<file path="config.mk">
export PLATFORM = sky130hd
export DESIGN_NAME = tcdm_port_arbiter
export DESIGN_NICKNAME = d
export VERILOG_FILES = /design/src/rtl/tcdm_port_arb_pkg.sv /design/src/rtl/tcdm_port_arb_fifo.sv /design/src/rtl/tcdm_port_arbiter.sv
export SDC_FILE = /design/constraint.sdc
export NUM_CORES = 1
export LEC_CHECK = 0
export ABC_AREA = 1
export CORE_AREA = 2 2 161 163
export CTS_CLUSTER_DIAMETER = 30
export DETAILED_ROUTE_END_ITERATION = 12
export DIE_AREA = 0 0 163 165
export PLACE_DENSITY = 0.55
export SYNTH_ARGS = -nofsm -noshare
export SYNTH_HDL_FRONTEND = slang
export SYNTH_HIERARCHICAL = 1
export SYNTH_SLANG_ARGS = --single-unit
</file>
<file path="constraint.sdc">
create_clock -name clk_i -period 3.4 [get_ports clk_i]
set_clock_uncertainty 0.05 [all_clocks]
set_input_delay 0.34 -clock clk_i [delete_from_list [all_inputs] [get_ports clk_i]]
set_output_delay 0.34 -clock clk_i [all_outputs]
set_load 0.02 [all_outputs]
</file>
<file path="src/rtl/tcdm_port_arb_pkg.sv">
// Shared types, widths and helpers for the TCDM port arbiter slice.
package tcdm_port_arb_pkg;

    localparam int PERF_CNT_W = 32;
    localparam int DATA_W     = 32;
    localparam int BE_W       = 4;

    // Address and SID fields are sized for the widest supported configuration
    // and narrowed to the instance widths at the arbiter ports.
    localparam int ADD_MAX_W  = 64;
    localparam int SID_MAX_W  = 16;

    typedef struct packed {
        logic [ADD_MAX_W-1:0] add;
        logic                 we_n;
        logic [DATA_W-1:0]    wdata;
        logic [BE_W-1:0]      be;
        logic [SID_MAX_W-1:0] sid;
    } tcdm_req_t;

    function automatic int idx_w(input int n);
        return (n > 1) ? $clog2(n) : 1;
    endfunction

endpackage

</file>
<file path="src/rtl/tcdm_port_arb_fifo.sv">
// In-order FIFO of grantee indices, one entry per outstanding TCDM transaction.
module tcdm_port_arb_fifo
    import tcdm_port_arb_pkg::*;
#(
    parameter int WIDTH = 1,
    parameter int DEPTH = 4
) (
    input  logic             clk,
    input  logic             rst,
    input  logic             push,
    input  logic             pop,
    input  logic [WIDTH-1:0] din,
    output logic [WIDTH-1:0] head,
    output logic             full,
    output logic             empty
);

    localparam int PTR_W = $clog2(DEPTH);
    localparam logic [PTR_W:0]   CNT_ONE  = (PTR_W+1)'(1);
    localparam logic [PTR_W:0]   CNT_FULL = (PTR_W+1)'(DEPTH);
    localparam logic [PTR_W-1:0] PTR_ONE  = PTR_W'(1);

    logic [WIDTH-1:0] mem [DEPTH];
    logic [PTR_W-1:0] wr_ptr;
    logic [PTR_W-1:0] rd_ptr;
    logic [PTR_W:0]   count;
    logic             do_push;
    logic             do_pop;

    assign full    = (count == CNT_FULL);
    assign empty   = (count == '0);
    assign do_push = push && !full;
    assign do_pop  = pop && !empty;
    assign head    = mem[rd_ptr];

    always_ff @(posedge clk) begin
        if (do_push) begin
            mem[wr_ptr] <= din;
        end
    end

    // Pointers wrap naturally because DEPTH is a power of two.
    always_ff @(posedge clk) begin
        if (rst) begin
            wr_ptr <= '0;
            rd_ptr <= '0;
            count  <= '0;
        end else begin
            if (do_push) begin
                wr_ptr <= wr_ptr + PTR_ONE;
            end
            if (do_pop) begin
                rd_ptr <= rd_ptr + PTR_ONE;
            end
            case ({do_push, do_pop})
                2'b10:   count <= count + CNT_ONE;
                2'b01:   count <= count - CNT_ONE;
                default: count <= count;
            endcase
        end
    end

endmodule

</file>
<file path="src/rtl/tcdm_port_arbiter.sv">
// Round-robin arbiter sharing one TCDM initiator port, with in-order response routing.
// Optional performance counters are built when TCDM_PORT_ARB_PERF_CNT_EN is defined.
module tcdm_port_arbiter
    import tcdm_port_arb_pkg::*;
#(
    parameter int NB_REQ          = 2,
    parameter int TRANS_SID_WIDTH = 2,
    parameter int TCDM_ADD_WIDTH  = 32,
    parameter int OUTSTND_DEPTH   = 4
) (
    input  logic                                 clk_i,
    input  logic                                 rst_i,
    input  logic [NB_REQ-1:0]                    req_i,
    input  logic [NB_REQ*TCDM_ADD_WIDTH-1:0]     add_i,
    input  logic [NB_REQ-1:0]                    we_n_i,
    input  logic [NB_REQ*DATA_W-1:0]             wdata_i,
    input  logic [NB_REQ*BE_W-1:0]               be_i,
    input  logic [NB_REQ*TRANS_SID_WIDTH-1:0]    sid_i,
    output logic [NB_REQ-1:0]                    gnt_o,
    output logic [NB_REQ*DATA_W-1:0]             r_rdata_o,
    output logic [NB_REQ-1:0]                    r_valid_o,
    output logic                                 tcdm_req_o,
    output logic [TCDM_ADD_WIDTH-1:0]            tcdm_add_o,
    output logic                                 tcdm_we_n_o,
    output logic [DATA_W-1:0]                    tcdm_wdata_o,
    output logic [BE_W-1:0]                      tcdm_be_o,
    output logic [TRANS_SID_WIDTH-1:0]           tcdm_sid_o,
    input  logic                                 tcdm_gnt_i,
    input  logic [DATA_W-1:0]                    tcdm_r_rdata_i,
    input  logic                                 tcdm_r_valid_i,
    output logic                                 err_o,
    input  logic                                 perf_clr_i,
    output logic [NB_REQ*PERF_CNT_W-1:0]         perf_gnt_cnt_o,
    output logic [PERF_CNT_W-1:0]                perf_stall_cnt_o
);

    localparam int IDX_W = idx_w(NB_REQ);
    localparam logic [IDX_W-1:0] LAST_IDX = IDX_W'(NB_REQ - 1);

    logic [IDX_W-1:0] rr_ptr;
    logic [IDX_W-1:0] winner;
    logic [IDX_W-1:0] head;
    logic             any_req;
    logic             handshake;
    logic             fifo_full;
    logic             fifo_empty;
    tcdm_req_t        sel;

    // Search starts at the pointer; the first requester found wins.
    always_comb begin
        int  cand;
        logic found;
        winner = rr_ptr;
        found  = 1'b0;
        cand   = 0;
        for (int k = 0; k < NB_REQ; k++) begin
            cand = int'(rr_ptr) + k;
            if (cand >= NB_REQ) begin
                cand = cand - NB_REQ;
            end
            if (!found && req_i[cand]) begin
                winner = IDX_W'(cand);
                found  = 1'b1;
            end
        end
    end

    always_comb begin
        sel       = '0;
        sel.add   = ADD_MAX_W'(add_i[winner*TCDM_ADD_WIDTH +: TCDM_ADD_WIDTH]);
        sel.we_n  = we_n_i[winner];
        sel.wdata = wdata_i[winner*DATA_W +: DATA_W];
        sel.be    = be_i[winner*BE_W +: BE_W];
        sel.sid   = SID_MAX_W'(sid_i[winner*TRANS_SID_WIDTH +: TRANS_SID_WIDTH]);
    end

    assign any_req      = |req_i;
    assign tcdm_req_o   = any_req && !fifo_full;
    assign handshake    = tcdm_req_o && tcdm_gnt_i;
    assign tcdm_add_o   = TCDM_ADD_WIDTH'(sel.add);
    assign tcdm_we_n_o  = sel.we_n;
    assign tcdm_wdata_o = sel.wdata;
    assign tcdm_be_o    = sel.be;
    assign tcdm_sid_o   = TRANS_SID_WIDTH'(sel.sid);
    assign r_rdata_o    = {NB_REQ{tcdm_r_rdata_i}};

    always_comb begin
        gnt_o = '0;
        if (handshake) begin
            gnt_o[winner] = 1'b1;
        end
    end

    always_comb begin
        r_valid_o = '0;
        if (tcdm_r_valid_i && !fifo_empty) begin
            r_valid_o[head] = 1'b1;
        end
    end

    tcdm_port_arb_fifo #(
        .WIDTH (IDX_W),
        .DEPTH (OUTSTND_DEPTH)
    ) i_fifo (
        .clk   (clk_i),
        .rst   (rst_i),
        .push  (handshake),
        .pop   (tcdm_r_valid_i),
        .din   (winner),
        .head  (head),
        .full  (fifo_full),
        .empty (fifo_empty)
    );

    // A response with nothing outstanding is sticky until reset.
    always_ff @(posedge clk_i) begin
        if (rst_i) begin
            rr_ptr <= '0;
            err_o  <= 1'b0;
        end else begin
            if (handshake) begin
                rr_ptr <= (winner == LAST_IDX) ? '0 : winner + IDX_W'(1);
            end
            if (tcdm_r_valid_i && fifo_empty && !handshake) begin
                err_o <= 1'b1;
            end
        end
    end

`ifdef TCDM_PORT_ARB_PERF_CNT_EN
    logic [PERF_CNT_W-1:0] gnt_cnt [NB_REQ];
    logic [PERF_CNT_W-1:0] stall_cnt;

    always_ff @(posedge clk_i) begin
        if (rst_i || perf_clr_i) begin
            for (int i = 0; i < NB_REQ; i++) begin
                gnt_cnt[i] <= '0;
            end
            stall_cnt <= '0;
        end else begin
            for (int i = 0; i < NB_REQ; i++) begin
                if (gnt_o[i] && (gnt_cnt[i] != '1)) begin
                    gnt_cnt[i] <= gnt_cnt[i] + PERF_CNT_W'(1);
                end
            end
            if (any_req && !handshake && (stall_cnt != '1)) begin
                stall_cnt <= stall_cnt + PERF_CNT_W'(1);
            end
        end
    end

    for (genvar g = 0; g < NB_REQ; g++) begin : g_perf_out
        assign perf_gnt_cnt_o[g*PERF_CNT_W +: PERF_CNT_W] = gnt_cnt[g];
    end
    assign perf_stall_cnt_o = stall_cnt;
`else
    logic unused_perf_clr;
    assign unused_perf_clr  = perf_clr_i;
    assign perf_gnt_cnt_o   = '0;
    assign perf_stall_cnt_o = '0;
`endif

endmodule

</file>
==> flow_summary.json, run 1 <==
{
  "synth_top_area_frac": 0.409,
  "dpl.cell_count": 977,
  "stdcell_count": 981,
  "syn_area_per_cell_um2": 5.91,
  "antenna_left": 0,
  "cts_resized": 0,
  "worstSetupStartpoint": "req_i[1]",
  "synth-async-reset-ratio": 0,
  "grt_pass1_vias": 2707,
  "grt_pass1_wl_um": 14600,
  "ys_top_cells_by_area": "buf_4 41%, nand2_1 30%, dfxtp_1 7.5%, edfxtp_1 4.1%, inv_1 3.2%",
  "dr.pass1.iters": 4,
  "antenna_found_initial": 2,
  "period_needed_ns": 2.72,
  "cp_common_cell": "nand2_1",
  "vias": 2977,
  "finalSetupTns_ns": 0,
  "powerDensity_mw_per_mm2": 333,
  "remaining_drc_errors": 0,
  "fp.dieH_um": 165,
  "cpPeakStageDelay_ns": 0.64,
  "leakage_nw": 2.29,
  "critPathLaunchType": "input port",
  "hold_violations": 0,
  "min_from": "err_o$_SDFFE_PP0P_",
  "stdcell_area_mm2": 0.00479,
  "crit_fanout": 47,
  "drt_iter0_drc": 84,
  "diodes": 0,
  "peakVddDrop_uv": 195,
  "synth_seq_area_share": 0.116,
  "row_count": 58,
  "port_buffers": 224,
  "syn_to_final_growth_pct": 63.0,
  "netlist_top_cells_count": "231 x nand2_1, 160 x buf_4, 25 x inv_1",
  "crit_chain": "clkdlybuf4s50_1 -> nand2_1 -> nand2_1 -> o21ai_4 -> inv_4 -> buf_12 -> nand2_1 -> nand2_1 -> clkdlybuf4s50_1",
  "synth.cell_area_mm2": 0.00294,
  "cap_violations": 0,
  "initial_core_util": 0.117,
  "finalNetCount": 839,
  "cts_root_buf": "clkbuf_16",
  "dp_hpwl_um": 9020,
  "drt-vias-per-instance": 3.03,
  "hp-class": "reg2reg",
  "tritoncts": "yes",
  "pin_count": 418,
  "synth_cell_types": 23,
  "critical_path_class": "in2out",
  "yosysWarnings": 6,
  "dieArea_mm2": 0.0269,
  "yosysMostFrequentCell": "nand2_1",
  "synth_edf_count": 4,
  "reg2reg_from": "i_fifo/count[0]$_SDFFE_PP0P_",
  "cts_buffers": 3,
  "wl_um": 10800,
  "drv_slew": 0,
  "place.gp.congestion": 0.692,
  "end_kind": "output port",
  "required_ns": 3.01,
  "crit_arrival_ns": 2.33,
  "grt_max_degree": 48,
  "post-cts-setup-buffers": 0,
  "fin_crit_sh": 0.801,
  "htreeDepth": 1,
  "wl_per_cell_um": 11.0,
  "holdBufCountCts": 0,
  "max_freq_mhz": 367,
  "grt_use_total": 0.0699,
  "clock_path_buffers": 2,
  "grt_setup_unrepaired": "no",
  "status": "finished, final reports clean",
  "placed_area_mm2": 0.00471,
  "die_w_um": 163,
  "core-area_mm2": 0.0250,
  "synth_cells": 497,
  "setup_viol": 0,
  "worstSkewPairLatency_ns": 0.24,
  "grt_overflow": 0,
  "yosys_most_used_dff": "dfxtp_1",
  "num-fill-cells": 2857,
  "layout-drive-gt1-share": 0.0230,
  "clk_pin_slew_ns": 0.05,
  "clock-sinks": 15,
  "cp_slowest_cell": "clkdlybuf4s50_1",
  "yosys.area.top_type": "buf_4",
  "synth-seq-cells": 15
}
## power breakdown
part	internal [mW]	leakage (nW)	switching (mW)
Clock	0.158	0.0382	0.0660
Combinational	0.494	2.13	0.616
Sequential	0.228	0.128	0.0301
## per-layer routing
metal / wire length [um] / global-route usage / vias to the layer above
met3: 1160 / 0.0284 / 41
met4: 410 / 0.0338 / 2
li1: - / - / 1534
met1: 4070 / 0.0796 / 1232
met5: 11 / 0 / -
met2: 5110 / 0.114 / 168
## cell type report
cell class	count	area, um^2	share of cell area
Sequential cell	15	340	0.0711
Clock buffer	4	78.8	0.0165
Tap cell	330	413	0.0862
Inverter	29	111	0.0232
Timing Repair Buffer	229	2320	0.484
Multi-Input combinational cell	374	1530	0.319
## worst max-delay path, delay by kind of cell
| kind | cells | cell delay (ns) |
|---|---|---|
| AOI/OAI and AO/OA | 1 | 0.11 |
| and+or+nand+nor | 4 | 0.33 |
| buffers and inverters | 4 | 1.49 |
## metrics by stage
stage	worst slack, ns	hold WS, ns	total power [mW]	util
floorplan	1.40	0.359	1.07	-
global placement	0.616	0.393	1.38	0.188
detailed placement	0.621	0.392	1.38	0.188
CTS	0.605	0.400	1.61	0.191
global route	0.473	0.425	1.72	0.191
finish	0.676	0.398	1.59	0.191
## path summary, 6_finish.rpt
kind / end / slack (ns) / depth (start not counted)
setup / recovery: tcdm_we_n_o / 0.68 / 9
hold / removal: err_o$_SDFFE_PP0P_ / 0.40 / 2
setup reg to reg: i_fifo/count[2]$_SDFFE_PP0P_ / 1.10 / 16
hold reg to reg: err_o$_SDFFE_PP0P_ / 0.40 / 2
## cells in the final DEF (no fill, tap or decap)
cell,n
nand4_1,1
o21ai_0,5
nor2_1,17
nand3_4,1
nand2_1,231
fa_1,1
inv_4,1
nor3_1,1
buf_4,2
nand3_1,4
buf_12,3
dfxtp_1,11
o21ai_4,1
conb_1,96
inv_2,3
clkbuf_16,3
nor3b_1,1
nand3b_1,1
clkbuf_1,1
ha_1,5
inv_1,25
edfxtp_1,4
nand3_2,1
a21oi_1,8
clkdlybuf4s50_1,224
## cell families after synthesis
family / count (synthesis) / synth area share
AO/OA/AOI/OAI: 14 / 0.0277
adder cells (fa/ha/maj): 6 / 0.0281
buffers and inverters: 203 / 0.485
flip-flops: 15 / 0.116
other: 1 / 0.00128
AND/OR/NAND/NOR: 258 / 0.342
(Power assumes the default switching activity.)
==> run 2, diff against run 1 <==
Settings changed: CORE_AREA 2 2 161 163 to 2 2 163 165, DIE_AREA 0 0 163 165 to 0 0 165 167.
Clock period 3.4 ns to 2.7 ns, I/O delays scaled along.
==> run 2 against run 1 <==
Hold slack gained 0.0067 ns. Sequential power grew 26%. Worst setup slack lost 0.53 ns. Total power grew 27%. Global-route usage grew 0.53 points. Final area grew 1.1%. Sequential cell count is the same. Critical path depth is the same. First-iteration DRC count grew 21%. Core utilization shrank 0.34 points. Non-clock buffer count grew 5. Register-to-register slack lost 0.58 ns.
==> flow_summary.json, run 2 (synthesized netlist as in run 1, its figures left out) <==
{
  "status": "finished, final reports clean",
  "grt_setup_unrepaired": "no",
  "end_kind": "output port",
  "dieArea_mm2": 0.0276,
  "required_ns": 2.38,
  "place.gp.congestion": 0.694,
  "vias": 2985,
  "hold_violations": 0,
  "grt_pass1_wl_um": 15900,
  "holdBufCountCts": 0,
  "antenna_found_initial": 1,
  "tritoncts": "yes",
  "pin_count": 418,
  "reg2reg_from": "i_fifo/count[0]$_SDFFE_PP0P_",
  "grt_pass1_vias": 2861,
  "peakVddDrop_uv": 220,
  "layout-drive-gt1-share": 0.0335,
  "remaining_drc_errors": 0,
  "port_buffers": 224,
  "max_freq_mhz": 392,
  "reg2reg_to": "i_fifo/count[2]$_SDFFE_PP0P_",
  "core-area_mm2": 0.0258,
  "post-cts-setup-buffers": 0,
  "r2r_slack_ns": 0.52,
  "crit_fanout": 28,
  "r2r_cells": 16,
  "grt_use_total": 0.0752,
  "dr.pass1.iters": 4,
  "htreeDepth": 1,
  "dp_hpwl_um": 9310,
  "finalNetCount": 844,
  "fin_crit_sh": 0.944,
  "grt_overflow": 0,
  "worst_slack_ns": 0.150,
  "syn_to_final_growth_pct": 64.7,
  "initial_core_util": 0.114,
  "hold_depth": 2,
  "leakage_nw": 2.33,
  "antenna_left": 0,
  "hold_end": "err_o$_SDFFE_PP0P_",
  "cap_violations": 0,
  "crit_arrival_ns": 2.23,
  "final_util": 0.188,
  "num-fill-cells": 2913,
  "cts_root_buf": "clkbuf_16",
  "row_count": 59,
  "powerDensity_mw_per_mm2": 419,
  "cts_buffers": 3,
  "worstSkewPairLatency_ns": 0.24,
  "drt-vias-per-instance": 3.01,
  "place_ws_ns": 0.134,
  "clk_pin_slew_ns": 0.05,
  "critPathLaunchType": "input port",
  "grt_max_degree": 45,
  "diodes": 0,
  "layout_common_cells": "231 x nand2_1, 222 x clkdlybuf4s50_1, 96 x conb_1",
  "min_from": "err_o$_SDFFE_PP0P_",
  "clock_path_buffers": 2,
  "period_needed_ns": 2.55,
  "cts_resized": 0,
  "die_w_um": 165,
  "mostFrequentLayoutCell": "nand2_1",
  "finalSetupTns_ns": 0,
  "wl_per_cell_um": 11.0,
  "hp-class": "reg2reg",
  "clock-sinks": 15,
  "drv_slew": 0,
  "fin_hold_ws_ns": 0.404,
  "drt_iter0_drc": 102,
  "fp.dieH_um": 167,
  "critical_path_class": "in2out",
  "setup_viol": 0,
  "wl_um": 10900
}
## run 2: area by class of cell
class                      instances  area (um^2)  share of cell area
sequential                        15          340              0.0703
inverter                          29          111              0.0230
multi-input combinational        374         1530               0.316
clock buffer                       4         78.8              0.0163
tap                              335          419              0.0866
timing repair buffer             234         2360               0.488
## run 2: worst max-delay path by stage
stage / start / to / slack (ns) / depth (start not counted)
6_report: req_i[1] / tcdm_add_o[0] / 0.15 / 9
3_3_place_gp: req_i[1] / tcdm_wdata_o[14] / 0.14 / 9
3_5_place_dp: req_i[1] / tcdm_wdata_o[14] / 0.13 / 9
5_1_grt: req_i[1] / tcdm_add_o[0] / 0.05 / 9
4_1_cts: req_i[1] / tcdm_wdata_o[14] / 0.12 / 9
2_1_floorplan: i_fifo/count[0]$_SDFFE_PP0P_ / i_fifo/count[2]$_SDFFE_PP0P_ / 0.70 / 16
## run 2: power breakdown
| group | switching, mW | internal [mW] | total [mW] |
|---|---|---|---|
| Combinational | 0.783 | 0.637 | 1.42 |
| Clock | 0.0826 | 0.199 | 0.282 |
| Sequential | 0.0386 | 0.288 | 0.326 |
| Total | 0.904 | 1.12 | 2.03 |
## run 2: worst max-delay path: stages
cell and delay [ns]:
clkdlybuf4s50_1 0.54, nand2_1 0.07, nand2_1 0.10, o21ai_4 0.10, inv_4 0.12, buf_12 0.18
nand2_1 0.06, nand2_1 0.14, clkdlybuf4s50_1 0.63
## run 2: through the flow
stage               power (mW)  area, um^2  cells
floorplan                 1.34        3300    592
global placement          1.75        4760    987
detailed placement        1.75        4760    987
CTS                       2.05        4840    991
global route              2.20        4840    991
finish                    2.03        4840    991
## run 2: layer usage
| layer | vias to the layer above | track usage | wire length, um |
|---|---|---|---|
| met1 | 1223 | 0.0916 | 4390 |
| met3 | 32 | 0.0237 | 1150 |
| met2 | 187 | 0.122 | 5030 |
| li1 | 1543 | - | - |
| met4 | 0 | 0.0291 | 307 |
| met5 | - | 0 | 0 |
==> run 3, diff against run 2 <==
Settings changed: CORE_AREA 2 2 163 165 to 2 2 160 162, DIE_AREA 0 0 165 167 to 0 0 162 164, PLACE_DENSITY 0.55 to 0.56, SYNTH_HIERARCHICAL 1 to not set.
==> run 3 against run 2 <==
Maximum frequency is 2.2% higher. Count of clock-buffer cells in the layout stayed put. Sequential power is 3% lower. Area after synthesis is 1.4% lower. Global-route usage is 1.1 points lower.
==> flow_summary.json, run 3 <==
{
  "status": "finished, final reports clean",
  "pin_count": 418,
  "period_needed_ns": 2.49,
  "cpPeakStageDelay_ns": 0.61,
  "tritoncts": "yes",
  "fin_crit_sh": 0.924,
  "comb_power_share": 0.686,
  "wl_per_cell_um": 9.90,
  "cap_violations": 0,
  "worst_slack_ns": 0.206,
  "dp_hpwl_um": 8060,
  "antenna_found_initial": 0,
  "dieArea_mm2": 0.0266,
  "grt_use_total": 0.0642,
  "yosys.area.top_type": "buf_4",
  "power_frac_seq": 0.165,
  "remaining_drc_errors": 0,
  "crit_arrival_ns": 2.17,
  "powerDensity_mw_per_mm2": 403,
  "p_int_mw": 1.07,
  "holdBufCountCts": 0,
  "finalSetupTns_ns": 0,
  "synth_seq_area_share": 0.117,
  "netlist_top_cells_count": "234 x nand2_1, 161 x buf_4, 22 x inv_1",
  "final_util": 0.191,
  "crit_chain": "clkdlybuf4s50_1 -> inv_1 -> o21ai_2 -> nand2_4 -> inv_4 -> buf_12 -> nand2_1 -> nand2_1 -> clkdlybuf4s50_1",
  "vias": 2957,
  "synth_cells": 492,
  "drt-vias-per-instance": 3.03,
  "leakage_nw": 2.26,
  "switchingPower_mw": 0.838,
  "htreeDepth": 1,
  "ys_top_cells_by_area": "buf_4 42%, nand2_1 30%, dfxtp_1 7.6%, edfxtp_1 4.1%, inv_1 2.9%",
  "crit_buf_inv": 5,
  "die_w_um": 162,
  "drt_iter0_drc": 61,
  "synth_edf_count": 4,
  "post-cts-setup-buffers": 0,
  "grt_overflow": 0,
  "synth-seq-cells": 15,
  "clock-sinks": 15,
  "crit_family": "buffers and inverters",
  "synth.cell_area_mm2": 0.00290,
  "sw_frac_of_total": 0.438,
  "dr.pass1.iters": 4,
  "synth_top_area_frac": 0.417,
  "yosysMostFrequentCell": "nand2_1",
  "place.gp.congestion": 0.661,
  "cts_root_buf": "clkbuf_16",
  "place_ws_ns": 0.168,
  "grt_max_degree": 51,
  "hold_violations": 0,
  "required_ns": 2.38,
  "syn_area_per_cell_um2": 5.89,
  "initial_core_util": 0.117,
  "wl_um": 9650,
  "mostFrequentLayoutCell": "nand2_1",
  "cts_buffers": 3,
  "grt_pass1_wl_um": 13700,
  "setup_viol": 0,
  "row_count": 58,
  "crit_fanout": 50,
  "diodes": 0,
  "yosys_most_used_dff": "dfxtp_1",
  "clk_pin_slew_ns": 0.05,
  "synth-async-reset-ratio": 0,
  "syn_to_final_growth_pct": 63.8,
  "grt_setup_unrepaired": "no",
  "r2r_slack_ns": 0.63,
  "yosysWarnings": 0,
  "finalNetCount": 833,
  "worstSkewPairLatency_ns": 0.24,
  "critPathLaunchType": "input port",
  "fp.dieH_um": 164,
  "grt_pass1_vias": 2688,
  "clock_path_buffers": 2,
  "layout-drive-gt1-share": 0.0202,
  "critical_path_class": "in2out",
  "hp-class": "reg2reg",
  "antenna_left": 0,
  "layout_common_cells": "234 x nand2_1, 224 x clkdlybuf4s50_1, 96 x conb_1",
  "cp_slowest_cell": "clkdlybuf4s50_1",
  "end_kind": "output port",
  "cts_resized": 0,
  "clkPwrFrac": 0.150,
  "peakVddDrop_uv": 228,
  "port_buffers": 224,
  "drv_slew": 0,
  "max_freq_mhz": 401,
  "synth_cell_types": 22,
  "core-area_mm2": 0.0248
}
==> run 3: final timing paths <==
path | cells past startpoint | endpoint | start
setup / recovery | 9 | tcdm_add_o[21] | req_i[1]
hold / removal | 2 | err_o$_SDFFE_PP0P_ | err_o$_SDFFE_PP0P_
setup reg to reg | 11 | i_fifo.count[2]$_SDFFE_PP0P_ | i_fifo.count[0]$_SDFFE_PP0P_
hold reg to reg | 2 | err_o$_SDFFE_PP0P_ | err_o$_SDFFE_PP0P_
==> run 3: area by class of cell <==
| cell class | instances | area [um^2] |
|---|---|---|
| Timing Repair Buffer | 229 | 2320 |
| Inverter | 24 | 92.6 |
| Multi-Input combinational cell | 373 | 1500 |
| Fill cell | 2831 | 20100 |
| Tap cell | 330 | 413 |
| Sequential cell | 15 | 340 |
| Clock buffer | 4 | 78.8 |
==> run 3: kinds of logic after synthesis <==
kind of cell | synth area share
adder cells (fa/ha/maj) | 0.0285
buffers and inverters | 0.489
flip-flops | 0.117
AO/OA/AOI/OAI | 0.0229
other | 0.00129
AND/OR/NAND/NOR | 0.341
==> run 3: tightest hold or removal path, stage by stage, from the launching register on <==
cell,delay (ns)
dfxtp_1,0.31
inv_1,0.05
a21oi_1,0.05
==> run 3: power groups by stage <==
| stage | sequential, mW | combinational (mW) | clock (mW) |
|---|---|---|---|
| 6_report | 0.315 | 1.31 | 0.286 |
| 5_1_grt | 0.325 | 1.45 | 0.308 |
| 4_1_cts | 0.315 | 1.33 | 0.291 |
| 3_5_place_dp | 0.319 | 1.32 | 0 |
| 3_3_place_gp | 0.318 | 1.32 | 0 |
| 2_1_floorplan | 0.316 | 0.952 | 0 |
==> run 3: through the flow <==
stage / total power, mW / cells / cell area [um^2] / hold WS [ns]
6_report: 1.91 / 975 / 4740 / 0.403
5_1_grt: 2.08 / 975 / 4740 / 0.432
4_1_cts: 1.94 / 975 / 4740 / 0.406
3_5_place_dp: 1.64 / 971 / 4670 / 0.397
3_3_place_gp: 1.64 / 971 / 4670 / 0.395
2_1_floorplan: 1.27 / 587 / 3250 / 0.289
==> run 3: per-layer routing <==
metal	global-route usage	wire length [um]	vias to the layer above	share of wire
li1	-	-	1514	-
met1	0.0761	3750	1224	0.39
met2	0.110	4630	184	0.48
met3	0.0167	969	35	0.10
met4	0.0261	311	0	0.032
met5	0	0	-	0
